$ cat src/rtl/div.sv
// Multi-cycle 32-bit signed/unsigned divider, restoring shift-subtract, one quotient
// bit per clock. result_o = {remainder, quotient}, held in END until start_i drops.
module div (
  input  logic        clk,
  input  logic        Rst_n,
  input  logic        signed_div_i,
  input  logic [31:0] opdata1_i,
  input  logic [31:0] opdata2_i,
  input  logic        start_i,
  input  logic        annul_i,
  output logic [63:0] result_o,
  output logic        ready_o
);

  typedef enum logic [1:0] {
    FREE   = 2'd0,
    BYZERO = 2'd1,
    ON     = 2'd2,
    END    = 2'd3
  } state_e;

  state_e      state_q, state_d;
  logic [5:0]  cnt_q, cnt_d;
  logic [64:0] work_q, work_d;
  logic [31:0] divisor_q, divisor_d;
  logic        neg_quo_q, neg_quo_d;
  logic        neg_rem_q, neg_rem_d;
  logic [63:0] result_q, result_d;
  logic        ready_q, ready_d;

  logic [32:0] trial_s;
  logic [31:0] quo_s;
  logic [31:0] rem_s;

  function automatic logic [31:0] magnitude(input logic is_signed, input logic [31:0] v);
    if (is_signed && v[31]) begin
      return 32'd0 - v;
    end else begin
      return v;
    end
  endfunction

  assign trial_s = {1'b0, work_q[63:32]} - {1'b0, divisor_q};
  assign quo_s   = neg_quo_q ? (32'd0 - work_q[31:0])  : work_q[31:0];
  assign rem_s   = neg_rem_q ? (32'd0 - work_q[64:33]) : work_q[64:33];

  // Next-state and datapath update for the divider FSM.
  always_comb begin
    state_d   = state_q;
    cnt_d     = cnt_q;
    work_d    = work_q;
    divisor_d = divisor_q;
    neg_quo_d = neg_quo_q;
    neg_rem_d = neg_rem_q;
    result_d  = result_q;
    ready_d   = ready_q;
    case (state_q)
      FREE: begin
        if (start_i && !annul_i) begin
          // Sign corrections are captured here so later operand changes cannot leak in.
          divisor_d = magnitude(signed_div_i, opdata2_i);
          neg_quo_d = signed_div_i & (opdata1_i[31] ^ opdata2_i[31]);
          neg_rem_d = signed_div_i & opdata1_i[31];
          work_d    = {32'd0, magnitude(signed_div_i, opdata1_i), 1'b0};
          cnt_d     = 6'd0;
          state_d   = (opdata2_i == 32'd0) ? BYZERO : ON;
        end else begin
          state_d = FREE;
        end
      end
      BYZERO: begin
        state_d  = END;
        result_d = 64'd0;
        ready_d  = 1'b1;
      end
      ON: begin
        if (annul_i || !start_i) begin
          state_d  = FREE;
          result_d = 64'd0;
          ready_d  = 1'b0;
        end else if (cnt_q == 6'd32) begin
          state_d  = END;
          result_d = {rem_s, quo_s};
          ready_d  = 1'b1;
        end else begin
          cnt_d = cnt_q + 6'd1;
          if (trial_s[32]) begin
            work_d = {work_q[63:0], 1'b0};
          end else begin
            work_d = {trial_s[31:0], work_q[31:0], 1'b1};
          end
        end
      end
      END: begin
        if (start_i) begin
          state_d = END;
        end else begin
          state_d  = FREE;
          result_d = 64'd0;
          ready_d  = 1'b0;
        end
      end
      default: begin
        state_d  = FREE;
        result_d = 64'd0;
        ready_d  = 1'b0;
      end
    endcase
  end

  // State and datapath registers with synchronous active-low reset.
  always_ff @(posedge clk) begin
    if (!Rst_n) begin
      state_q   <= FREE;
      cnt_q     <= 6'd0;
      work_q    <= 65'd0;
      divisor_q <= 32'd0;
      neg_quo_q <= 1'b0;
      neg_rem_q <= 1'b0;
      result_q  <= 64'd0;
      ready_q   <= 1'b0;
    end else begin
      state_q   <= state_d;
      cnt_q     <= cnt_d;
      work_q    <= work_d;
      divisor_q <= divisor_d;
      neg_quo_q <= neg_quo_d;
      neg_rem_q <= neg_rem_d;
      result_q  <= result_d;
      ready_q   <= ready_d;
    end
  end

  assign result_o = result_q;
  assign ready_o  = ready_q;

endmodule

$ cat config.mk
export PLATFORM = sky130hd
export DESIGN_NAME = div
export DESIGN_NICKNAME = d
export VERILOG_FILES = /design/src/rtl/div.sv
export SDC_FILE = /design/constraint.sdc
export NUM_CORES = 1
export LEC_CHECK = 0
export ABC_AREA = 1
export BUFFER_PORTS_ARGS = -buffer_cell sky130_fd_sc_hd__buf_2
export CORE_MARGIN = 3
export CORE_UTILIZATION = 30
export CTS_CLUSTER_DIAMETER = 40
export CTS_CLUSTER_SIZE = 28
export DETAILED_ROUTE_END_ITERATION = 6
export SLEW_MARGIN = 25
export SYNTH_ARGS = -nofsm -noshare
export SYNTH_HDL_FRONTEND = slang
export SYNTH_SLANG_ARGS = --single-unit
$ cat constraint.sdc
create_clock -name clk -period 3.4 [get_ports clk]
set_input_delay 0.51 -clock clk [delete_from_list [all_inputs] [get_ports clk]]
set_output_delay 0.51 -clock clk [all_outputs]
set_load 0.05 [all_outputs]
# After elaboration in Yosys (flattened, before gate mapping)
# Index checks and enable logic that the tools add are counted.
# word_totals
inputBits,69
output_inout_bits,65
word_cells,66
register_bits,172
# op_classes
n_mux,27
eq_ne,9
n_reduce_logical,13
addsub,6
n_bitwise,3
# op_table
op,n
$mux 65,4
$mux 64,3
$pmux 64 s3,1
$pmux 65 s2,1
$mux 32,4
$sub 1x32->32 const A,4
$sub 32x32->33,1
$logic_not 32->1,1
$mux 6,3
$pmux 6 s2,1
$mux 2,5
$ne 2x2->1 const B,4
$pmux 2 s4,1
$add 6x1->6 const B,1
$eq 6x6->1 const B,1
$eq 2x2->1 const B,2
$reduce_and 4->1,1
$logic_and 1x1->1,3
$mux 1,3
$ne 3x3->1 const B,1
$pmux 1 s3,1
$reduce_and 3->1,1
$reduce_bool 3->1,1
$and 1x1->1,2
7 further kinds,8

# Depth between registers and ports, before layout
# Gate-level depths: netlist of the first run.
# depth
word_depth,5
ltp_mapped,17
depth_no_buf,16

# Worst setup path before layout of the first run
# Ideal clock, no wire load.
# synth_timing
path_type,register to register
startpoint,reg work_q[32]
endpoint,reg work_q[61]
arrival_ns,2.043
path_buffers,1
stages_incl_launch_ff,18
required_time_ns,3.331
path_slack_ns,1.288
setup_ns,0.069
period_less_slack_ns,2.112
cell_sequence,dfxtp_1 > inv_1 > ha_1 > fa_1 > inv_1 > nand3_1 > nand3_2 > nand2_1 > nand2_4 > nand2_2 > nand2_2 > nand2_4 > nand2_4 > nand2_4 > buf_6 > nand2_1 > nand2_1 > a21oi_2
# synth_via
elab_chain_len,5
# synth_rtl
element,line_no,rtl
start: declaration,24,"logic [64:0] work_q, work_d;"
start signal: assignment,125,work_q <= work_d;
$sub 32x32->33,43,"assign trial_s = {1'b0, work_q[63:32]} - {1'b0, divisor_q};"
$mux 65,87,if (trial_s[32]) begin
$mux 65,81,end else if (cnt_q == 6'd32) begin
$mux 65,77,if (annul_i || !start_i) begin
$pmux 65 s2,57,case (state_q)
# Every way passes these cells. The select of a mux whose other input is x is not followed.
# A chain may end at the register's enable or synchronous reset.

# Final worst setup path of the first run
# layout_timing
startpoint,reg work_q[32]
endpoint,reg work_q[51]
# The elaborated chain is that of the path after synthesis.

==> flow_summary.yaml, run 1 <==
floorplanning:
  start_util: 0.306
  dieArea_um2: 45700
  core-area_um2: 42300
  die_w_um: 214
  io-pin-count: 134
  rows: 75
  die_h_um: 214
synth:
  synth_seq_area_share: 0.266
  synthCells: 2193
  synth_top_area_frac: 0.266
  synth-edff-count: 0
  ys.flop_type: "dfxtp_1"
  syn_area_um2: 13000
  avgSynthCellArea_um2: 5.91
  synth_cell_types: 47
  synth_top_cell_by_area: "dfxtp_1"
  synth_area_leaders: "dfxtp_1 27%, nand2_1 19%, inv_1 8.7%"
  syn_nets: 2302
  yosys_warnings: 0
  yosys_register_bits: 172
  async_reset_ff_frac: 0
critical_path:
  r2r-start: "work_q[32]"
  path_common_cell: "nand2_4"
  worstSetupPathType: "flop to flop"
  critPathLaunchType: "flop"
  rr_worst_depth: 16
  crit_required_ps: 3770
  max_stage_delay_ps: 370
  crit_family: "simple AND/OR/NAND/NOR gates"
  r2r_end: "work_q[51]"
  slowest_stage: "fa_1"
  path_cells: "inv_1, ha_1, fa_1, inv_1, nand3_1, nand3_2, nand2_1, nand2_4, nand2_2, nand2_2, nand2_4, nand2_4, nand2_4, nand2_1, nand2_1, a21oi_1"
  end_kind: "flop"
  crit_buf_inv: 2
  critPathMaxFanout: 33
  reg2reg_setup_slack_ps: 720
  arrival_ps: 3050
grt:
  grtUsageMet1: 0.273
  grt-busiest-layer: "met2"
  antenna_found_initial: 0
  grt_pass1_vias: 12800
  track_usage: 0.191
  use_met2: 0.308
  grt_pass1_wl_um: 69400
  gr-usage-met3: 0.0193
  gr-total-overflow: 0
  grt_max_degree: 84
power:
  ir_drop_v: 0.000308
  p_per_area_nw_per_um2: 414
  leakagePower_nw: 7.25
sta:
  fmax_mhz: 373
  post-route-period-util: 0.788
  rsz0062_at_grt: "false"
  fin_tns_setup_ps: 0
  relSlewSlack: 0.395
  max_slew.worst_pin.slew_ps: 908
  final_hold_viol_count: 0
  finalClockSkew_ps: 20.6
  fin_crit_ps: 2680
  setup_viol: 0
  slew_viol_final: 0
detailed_routing:
  vias: 14100
  wl_um: 44400
  drc: 0
  drtIter0Drc: 1105
  dr.pass1.iters: 5
  route.detailed.wl_per_inst_um: 15.5
  postRouteAntennaNets: 0
  viasPerCell: 4.90
cts:
  cts_buffers: 17
  path_clk_slew_ps: 70
  htreeDepth: 4
  cts_resized: 0
  insertion_delay_ps: 450
  cts_hold_buf: 0
  clock_path_buffers: 2
  post_cts_buffers: 0
  clockRootBuffer: "clkbuf_16"
  cts_tree: "yes"
  cts.sinks: 172
final_layout:
  layout_commonest_cell: "nand2_1"
  n_antenna_cell: 0
  layout-drive-gt1-share: 0.113
  fin_area_um2: 14700
  final_nets: 2391
  final_cell_mix: "656 x nand2_1, 300 x inv_1, 218 x a21oi_1, 214 x nand3_1, 178 x nor2_1"
  synthToLayoutAreaGrowth_pct: 13.5
min_path:
  min_from: "opdata2_i[1]"
  hold_class: "input port to flop"
  worst_hold_path.endpoint: "divisor_q[1]"
  hold_depth: 3
placement:
  numPortBuffers: 133
  place_congestion: 0.928
  hpwl_um: 35300
  place_area_um2: 14100
job:
  max-cap-violations: 0
status:
  outcome: "complete, no violations"
layout make-up:
type / count / area, um^2
fillers: 4767 / 27600
inverters: 319 / 1200
multi-input cells: 1625 / 7960
clock buffers: 17 / 425
flip-flops and latches: 172 / 3440
well taps: 577 / 722
repair buffers: 147 / 783
clock inverters: 15 / 170
through the flow:
step | util | worst slack (ps) | cells | total power (W) | hold WS, ps
2_1_floorplan | - | 1290 | 2193 | 0.00361 | 453
3_3_place_gp | 0.333 | 829 | 2840 | 0.00409 | 450
3_5_place_dp | 0.333 | 756 | 2840 | 0.00410 | 452
4_1_cts | 0.347 | 722 | 2872 | 0.00612 | 367
5_1_grt | 0.347 | 403 | 2872 | 0.00646 | 388
6_report | 0.347 | 720 | 2872 | 0.00609 | 391
routing by layer:
metal	part of all wire	vias up
met5	0	-
met4	0.020	0
met3	0.043	42
met2	0.45	343
met1	0.48	6440
li1	-	7244
how the worst max path moves through the flow:
| stage | from | end | slack [ps] | cells after the start |
|---|---|---|---|---|
| final | work_q[32] | work_q[51] | 720 | 16 |
| after global routing | state_q[0] | result_o[35] | 400 | 9 |
| after CTS | work_q[32] | work_q[64] | 720 | 16 |
| after detailed placement | work_q[32] | work_q[63] | 760 | 16 |
| after global placement | work_q[32] | work_q[64] | 830 | 16 |
| after floorplan | work_q[32] | work_q[61] | 1290 | 17 |
worst register-to-register path: stages, from the launching register on:
cell and delay, ps:
dfxtp_1 330, inv_1 70, ha_1 210, fa_1 370
inv_1 130, nand3_1 100, nand3_2 110, nand2_1 90
nand2_4 90, nand2_2 60, nand2_2 80, nand2_4 140
nand2_4 330, nand2_4 210, nand2_1 100, nand2_1 50
a21oi_1 120
cells by family after synthesis:
logic type               count (synthesis)  share of synthesized area
flip-flops                             172                      0.266
AND/OR/NAND/NOR                       1165                      0.387
XOR/XNOR                                40                     0.0270
adder cells (fa/ha/maj)                 40                     0.0392
AO/OA/AOI/OAI                          380                      0.160
buffers and inverters                  396                      0.121
sequential cells by signal, indices dropped and copies added, names as in the netlist:
register   count
work_q        65
ready_o        1
result_o      64
neg_rem_q      1
cnt_q          6
divisor_q     32
neg_quo_q      1
state_q        2
power by group:
part | switching (W) | internal, W | total, W
registers | 0.0000965 | 0.00212 | 0.00221
clock network | 0.000965 | 0.00105 | 0.00201
logic | 0.00132 | 0.000542 | 0.00186
synth_stat cells (9+ instances only):
library cell / number
nand2_1: 656
inv_1: 301
a21oi_1: 218
nand3_1: 214
nor2_1: 179
dfxtp_1: 172
o21ai_0: 95
ha_1: 39
clkbuf_1: 37
nand4_1: 36
xor2_1: 26
buf_2: 22
nor3_1: 22
inv_2: 18
xnor2_1: 14
o21ai_1: 11
a21oi_2: 10
nand2_2: 10
buf_4: 9
or2_2: 9
No activity file was read; power rests on OpenSTA's default activity.
==> run 2, diff against run 1 <==
Clock period 3.4 ns to 2.7 ns, I/O delays scaled along.
==> run 2 against run 1 <==
- fmax rose by 12%
- flip-flop and latch count unchanged
- sequential share of layout area down 0.39 points
- utilization is 0.58 points higher
- global-route usage rose by 0.31 points
- clock skew down 5.5 ps
- hold slack got worse by 120 ps
- register-to-register slack worse by 410 ps
- total power increased by 29%
- first-iteration DRC count rose by 8.7%
- sequential power increased by 26%
- largest cell class unchanged
- highest routed layer unchanged
==> flow_summary.yaml, run 2 (synthesized netlist as in run 1, its figures left out) <==
cts:
  clockRootBuffer: "clkbuf_16"
  htreeDepth: 4
  path_clk_slew_ps: 70
  clock_path_buffers: 2
  cts_tree: "yes"
  cts.sinks: 172
  insertion_delay_ps: 450
  cts_buffers: 17
sta:
  final_hold_viol_count: 0
  max_slew.worst_pin.slew_ps: 677
  post-route-period-util: 0.887
  fin_crit_ps: 2390
  finalClockSkew_ps: 15.1
  relSlewSlack: 0.549
  rsz0062_at_grt: "false"
  fmax_mhz: 418
  slew_viol_final: 0
  setup_viol: 0
  fin_tns_setup_ps: 0
final_layout:
  final_nets: 2417
  largest_reg_flops: 65
  layout-drive-gt1-share: 0.123
  regMostFlops: "work_q"
  post-route-util: 0.353
  final_cell_mix: "656 x nand2_1, 300 x inv_1, 218 x a21oi_1, 214 x nand3_1, 178 x nor2_1"
  final_cells: 2898
  n_antenna_cell: 0
  synthToLayoutAreaGrowth_pct: 15.4
  layout_commonest_cell: "nand2_1"
  fin_area_um2: 15000
critical_path:
  critPathLaunchType: "flop"
  r2r-start: "work_q[32]"
  r2r_end: "work_q[57]"
  reg2reg_setup_slack_ps: 310
  crit_required_ps: 3080
  arrival_ps: 2770
  rr_worst_depth: 16
  end_kind: "flop"
  critPathMaxFanout: 20
  worstSetupPathType: "flop to flop"
placement:
  place_area_um2: 14300
  hpwl_um: 35900
  place_inst: 2866
  place_congestion: 0.955
  numPortBuffers: 133
status:
  outcome: "complete, no violations"
grt:
  grt_pass1_vias: 13200
  track_usage: 0.194
  antenna_found_initial: 2
  gr-total-overflow: 0
  grt_max_degree: 65
  grt_pass1_wl_um: 70300
min_path:
  min_from: "opdata2_i[1]"
  hold_class: "input port to flop"
  worst_hold_path.endpoint: "divisor_q[1]"
  hold_depth: 3
floorplanning:
  dieArea_um2: 45700
  rows: 75
  die_h_um: 214
  core-area_um2: 42300
  die_w_um: 214
  start_util: 0.306
  io-pin-count: 134
job:
  max-cap-violations: 0
power:
  ir_drop_v: 0.000309
  leakagePower_nw: 7.40
  p_per_area_nw_per_um2: 525
detailed_routing:
  wl_um: 44700
  drtIter0Drc: 1201
  postRouteAntennaNets: 0
  vias: 14300
  route.detailed.wl_per_inst_um: 15.4
  dr.pass1.iters: 5
  viasPerCell: 4.92
  drc: 0
run 2: cell count changes in the layout (fill, tap and decap cells not counted), sizes merged:
cell and delta:
clkbuf +1, inv -1, buf +26, clkinvlp +1
bufinv +2, clkinv -3
run 2: how the worst max path moves through the flow:
stage	cells past startpoint	from	endpoint	slack, ps
after floorplan	17	work_q[32]	work_q[61]	590
after global placement	16	work_q[32]	work_q[60]	400
after detailed placement	16	work_q[32]	work_q[63]	310
after CTS	16	work_q[32]	work_q[52]	290
after global routing	16	work_q[32]	work_q[56]	30
final	16	work_q[32]	work_q[57]	310
run 2: routing by layer:
layer | global-route usage | routed length [um]
met1 | 0.267 | 20800
met2 | 0.315 | 20300
met3 | 0.0279 | 2340
met4 | 0.0624 | 1190
met5 | 0 | 0
run 2: per-stage QoR:
stage          total power (W)  setup WS, ps  hold WS [ps]
6_report               0.00785           305           268
5_1_grt                0.00830          30.0           268
4_1_cts                0.00788           289           253
3_5_place_dp           0.00521           312           454
3_3_place_gp           0.00520           399           451
2_1_floorplan          0.00454           588           453
run 2: repair_timing:
| action | in CTS | in global routing |
|---|---|---|
| setup endpoints to repair | 0 | 11 |
| setup buffers | 0 | 0 |
| gates resized for setup | 0 | 1 |
| hold buffers | 0 | 0 |
run 2: report_power, final:
| group | internal, W | leakage, nW | switching [W] |
|---|---|---|---|
| Sequential | 0.00267 | 1.40 | 0.000117 |
| Combinational | 0.000710 | 5.70 | 0.00169 |
| Clock | 0.00150 | 0.302 | 0.00116 |
run 2: critical path: stages, from the launching register on:
cell	delay, ps
dfxtp_1	330
inv_1	70
ha_1	210
fa_1	370
inv_1	130
nand3_1	100
nand3_2	110
nand2_1	90
nand2_4	80
nand2_2	60
nand2_2	80
nand2_4	60
nand2_4	180
nand2_4	170
nand2_1	100
nand2_1	70
a21oi_2	100
run 2: final cells by class:
cell class | count | area (um^2)
clock buffers | 18 | 439
fillers | 4673 | 27400
inverters | 319 | 1200
repair buffers | 173 | 1000
clock inverters | 14 | 181
multi-input cells | 1625 | 7960
well taps | 577 | 722
flip-flops and latches | 172 | 3440
==> run 3, diff against run 2 <==
Settings changed: MAX_ROUTING_LAYER from default to met4.
==> run 3 against run 2 <==
- global-route usage rose by 0.91 points
- design area shrank 0.31%
- utilization decreased by 0.11 points
- non-clock buffer count shrank 6
- largest power group unchanged
- critical endpoint is now work_q[52]
- clock skew grew 3.0 ps
- routed wire length increased by 1.8%
- hold slack got worse by 2.2 ps
==> flow_summary.yaml, run 3 (synthesized netlist as in run 1, its figures left out) <==
status:
  outcome: "complete, no violations"
grt:
  grt_pass1_vias: 13000
  gr-usage-met3: 0.0209
  gr-total-overflow: 0
  grt-busiest-layer: "met2"
  grtUsageMet1: 0.284
  track_usage: 0.203
  grt_pass1_wl_um: 71400
  antenna_found_initial: 1
  grt_max_degree: 84
  use_met2: 0.323
final_layout:
  largest_reg_flops: 65
  regMostFlops: "work_q"
  layout_commonest_cell: "nand2_1"
  fin_area_um2: 14900
  post-route-util: 0.352
  layout-drive-gt1-share: 0.120
  final_cell_mix: "656 x nand2_1, 300 x inv_1, 218 x a21oi_1, 214 x nand3_1, 178 x nor2_1"
  synthToLayoutAreaGrowth_pct: 15.1
  final_nets: 2411
floorplanning:
  core-area_um2: 42300
  rows: 75
  start_util: 0.306
  io-pin-count: 134
  die_w_um: 214
  die_h_um: 214
  dieArea_um2: 45700
critical_path:
  path_common_cell: "nand2_4"
  r2r-start: "work_q[32]"
  slowest_stage: "fa_1"
  worstSetupPathType: "flop to flop"
  critPathLaunch: "work_q[32]"
  arrival_ps: 2810
  crit_family: "simple AND/OR/NAND/NOR gates"
  critPathLaunchType: "flop"
  crit_required_ps: 3050
  path_cells: "inv_1, ha_1, fa_1, inv_1, nand3_1, nand3_2, nand2_1, nand2_4, nand2_2, nand2_2, nand2_4, nand2_4, nand2_4, nand2_1, nand2_1, a21oi_1"
  critPathMaxFanout: 16
  max_stage_delay_ps: 360
  crit_buf_inv: 2
  end_kind: "flop"
detailed_routing:
  drtIter0Drc: 1075
  postRouteAntennaNets: 0
  route.detailed.wl_per_inst_um: 15.7
  dr.pass1.iters: 5
  vias: 14200
  wl_um: 45500
  drc: 0
  viasPerCell: 4.90
placement:
  dp_slack_ps: 291
  place_area_um2: 14300
  hpwl_um: 36500
  place_congestion: 0.990
  numPortBuffers: 133
sta:
  relSlewSlack: 0.550
  setup_viol: 0
  final_hold_viol_count: 0
  post-route-period-util: 0.912
  slew_viol_final: 0
  fmax_mhz: 406
  fin_crit_ps: 2460
  finalClockSkew_ps: 18.0
  rsz0062_at_grt: "false"
  timing.final.ws_setup_ps: 238
  max_slew.worst_pin.slew_ps: 674
  fin_tns_setup_ps: 0
cts:
  cts_hold_buf: 0
  path_clk_slew_ps: 80
  htreeDepth: 4
  cts_buffers: 17
  cts_tree: "yes"
  clock_path_buffers: 2
  clockRootBuffer: "clkbuf_16"
  cts.sinks: 172
  post_cts_buffers: 0
  insertion_delay_ps: 460
min_path:
  hold_class: "input port to flop"
  min_from: "opdata2_i[1]"
power:
  ir_drop_v: 0.000296
  leakagePower_nw: 7.37
  p_per_area_nw_per_um2: 525
job:
  max-cap-violations: 0
run 3: cell types whose count changed in the layout (fill, tap and decap cells not counted):
| cell | before | now |
|---|---|---|
| clkinv_4 | 1 | 0 |
| clkbuf_8 | 1 | 0 |
| buf_12 | 3 | 4 |
| clkinv_2 | 2 | 1 |
| inv_8 | 2 | 3 |
| diode_2 | 0 | 1 |
| buf_4 | 37 | 30 |
run 3: worst min-delay path: stages:
cell     delay, ps
buf_2          120
nand2_1         60
a31oi_1         70
run 3: layout make-up:
cell class                      count  area [um^2]
Inverter                          319         1200
Fill cell                        4663        27400
Antenna cell                        1         2.50
Clock buffer                       17          425
Sequential cell                   172         3440
Multi-Input combinational cell   1625         7960
Timing Repair Buffer              167          971
Tap cell                          577          722
Clock inverter                     13          179
run 3: timing repair:
item,4_1_cts,5_1_grt
hold endpoints to repair,0,0
resized for setup,0,1
setup endpoints to repair,0,10
run 3: per-layer routing:
metal	routed length (um)	up-vias
li1	-	7269
met1	22200	6524
met2	20800	338
met3	2040	36
met4	456	0
met5	0	-
run 3: final timing paths:
path         depth (start not counted)  slack, ps      endpoint
max reg2reg                         16        240    work_q[52]
min reg2reg                          2        460  result_o[37]
min                                  3        270  divisor_q[1]
max                                 16        240    work_q[52]
run 3: through the flow:
stage | cells | hold WS (ps) | power, W
2_1_floorplan | 2193 | 453 | 0.00454
3_3_place_gp | 2860 | 452 | 0.00522
3_5_place_dp | 2860 | 453 | 0.00522
4_1_cts | 2890 | 251 | 0.00787
5_1_grt | 2891 | 278 | 0.00830
6_report | 2891 | 266 | 0.00783
run 3: report_power, final:
| group | switching (W) | internal, W |
|---|---|---|
| combinational | 0.00171 | 0.000706 |
| clock | 0.00116 | 0.00147 |
| sequential | 0.000116 | 0.00267 |
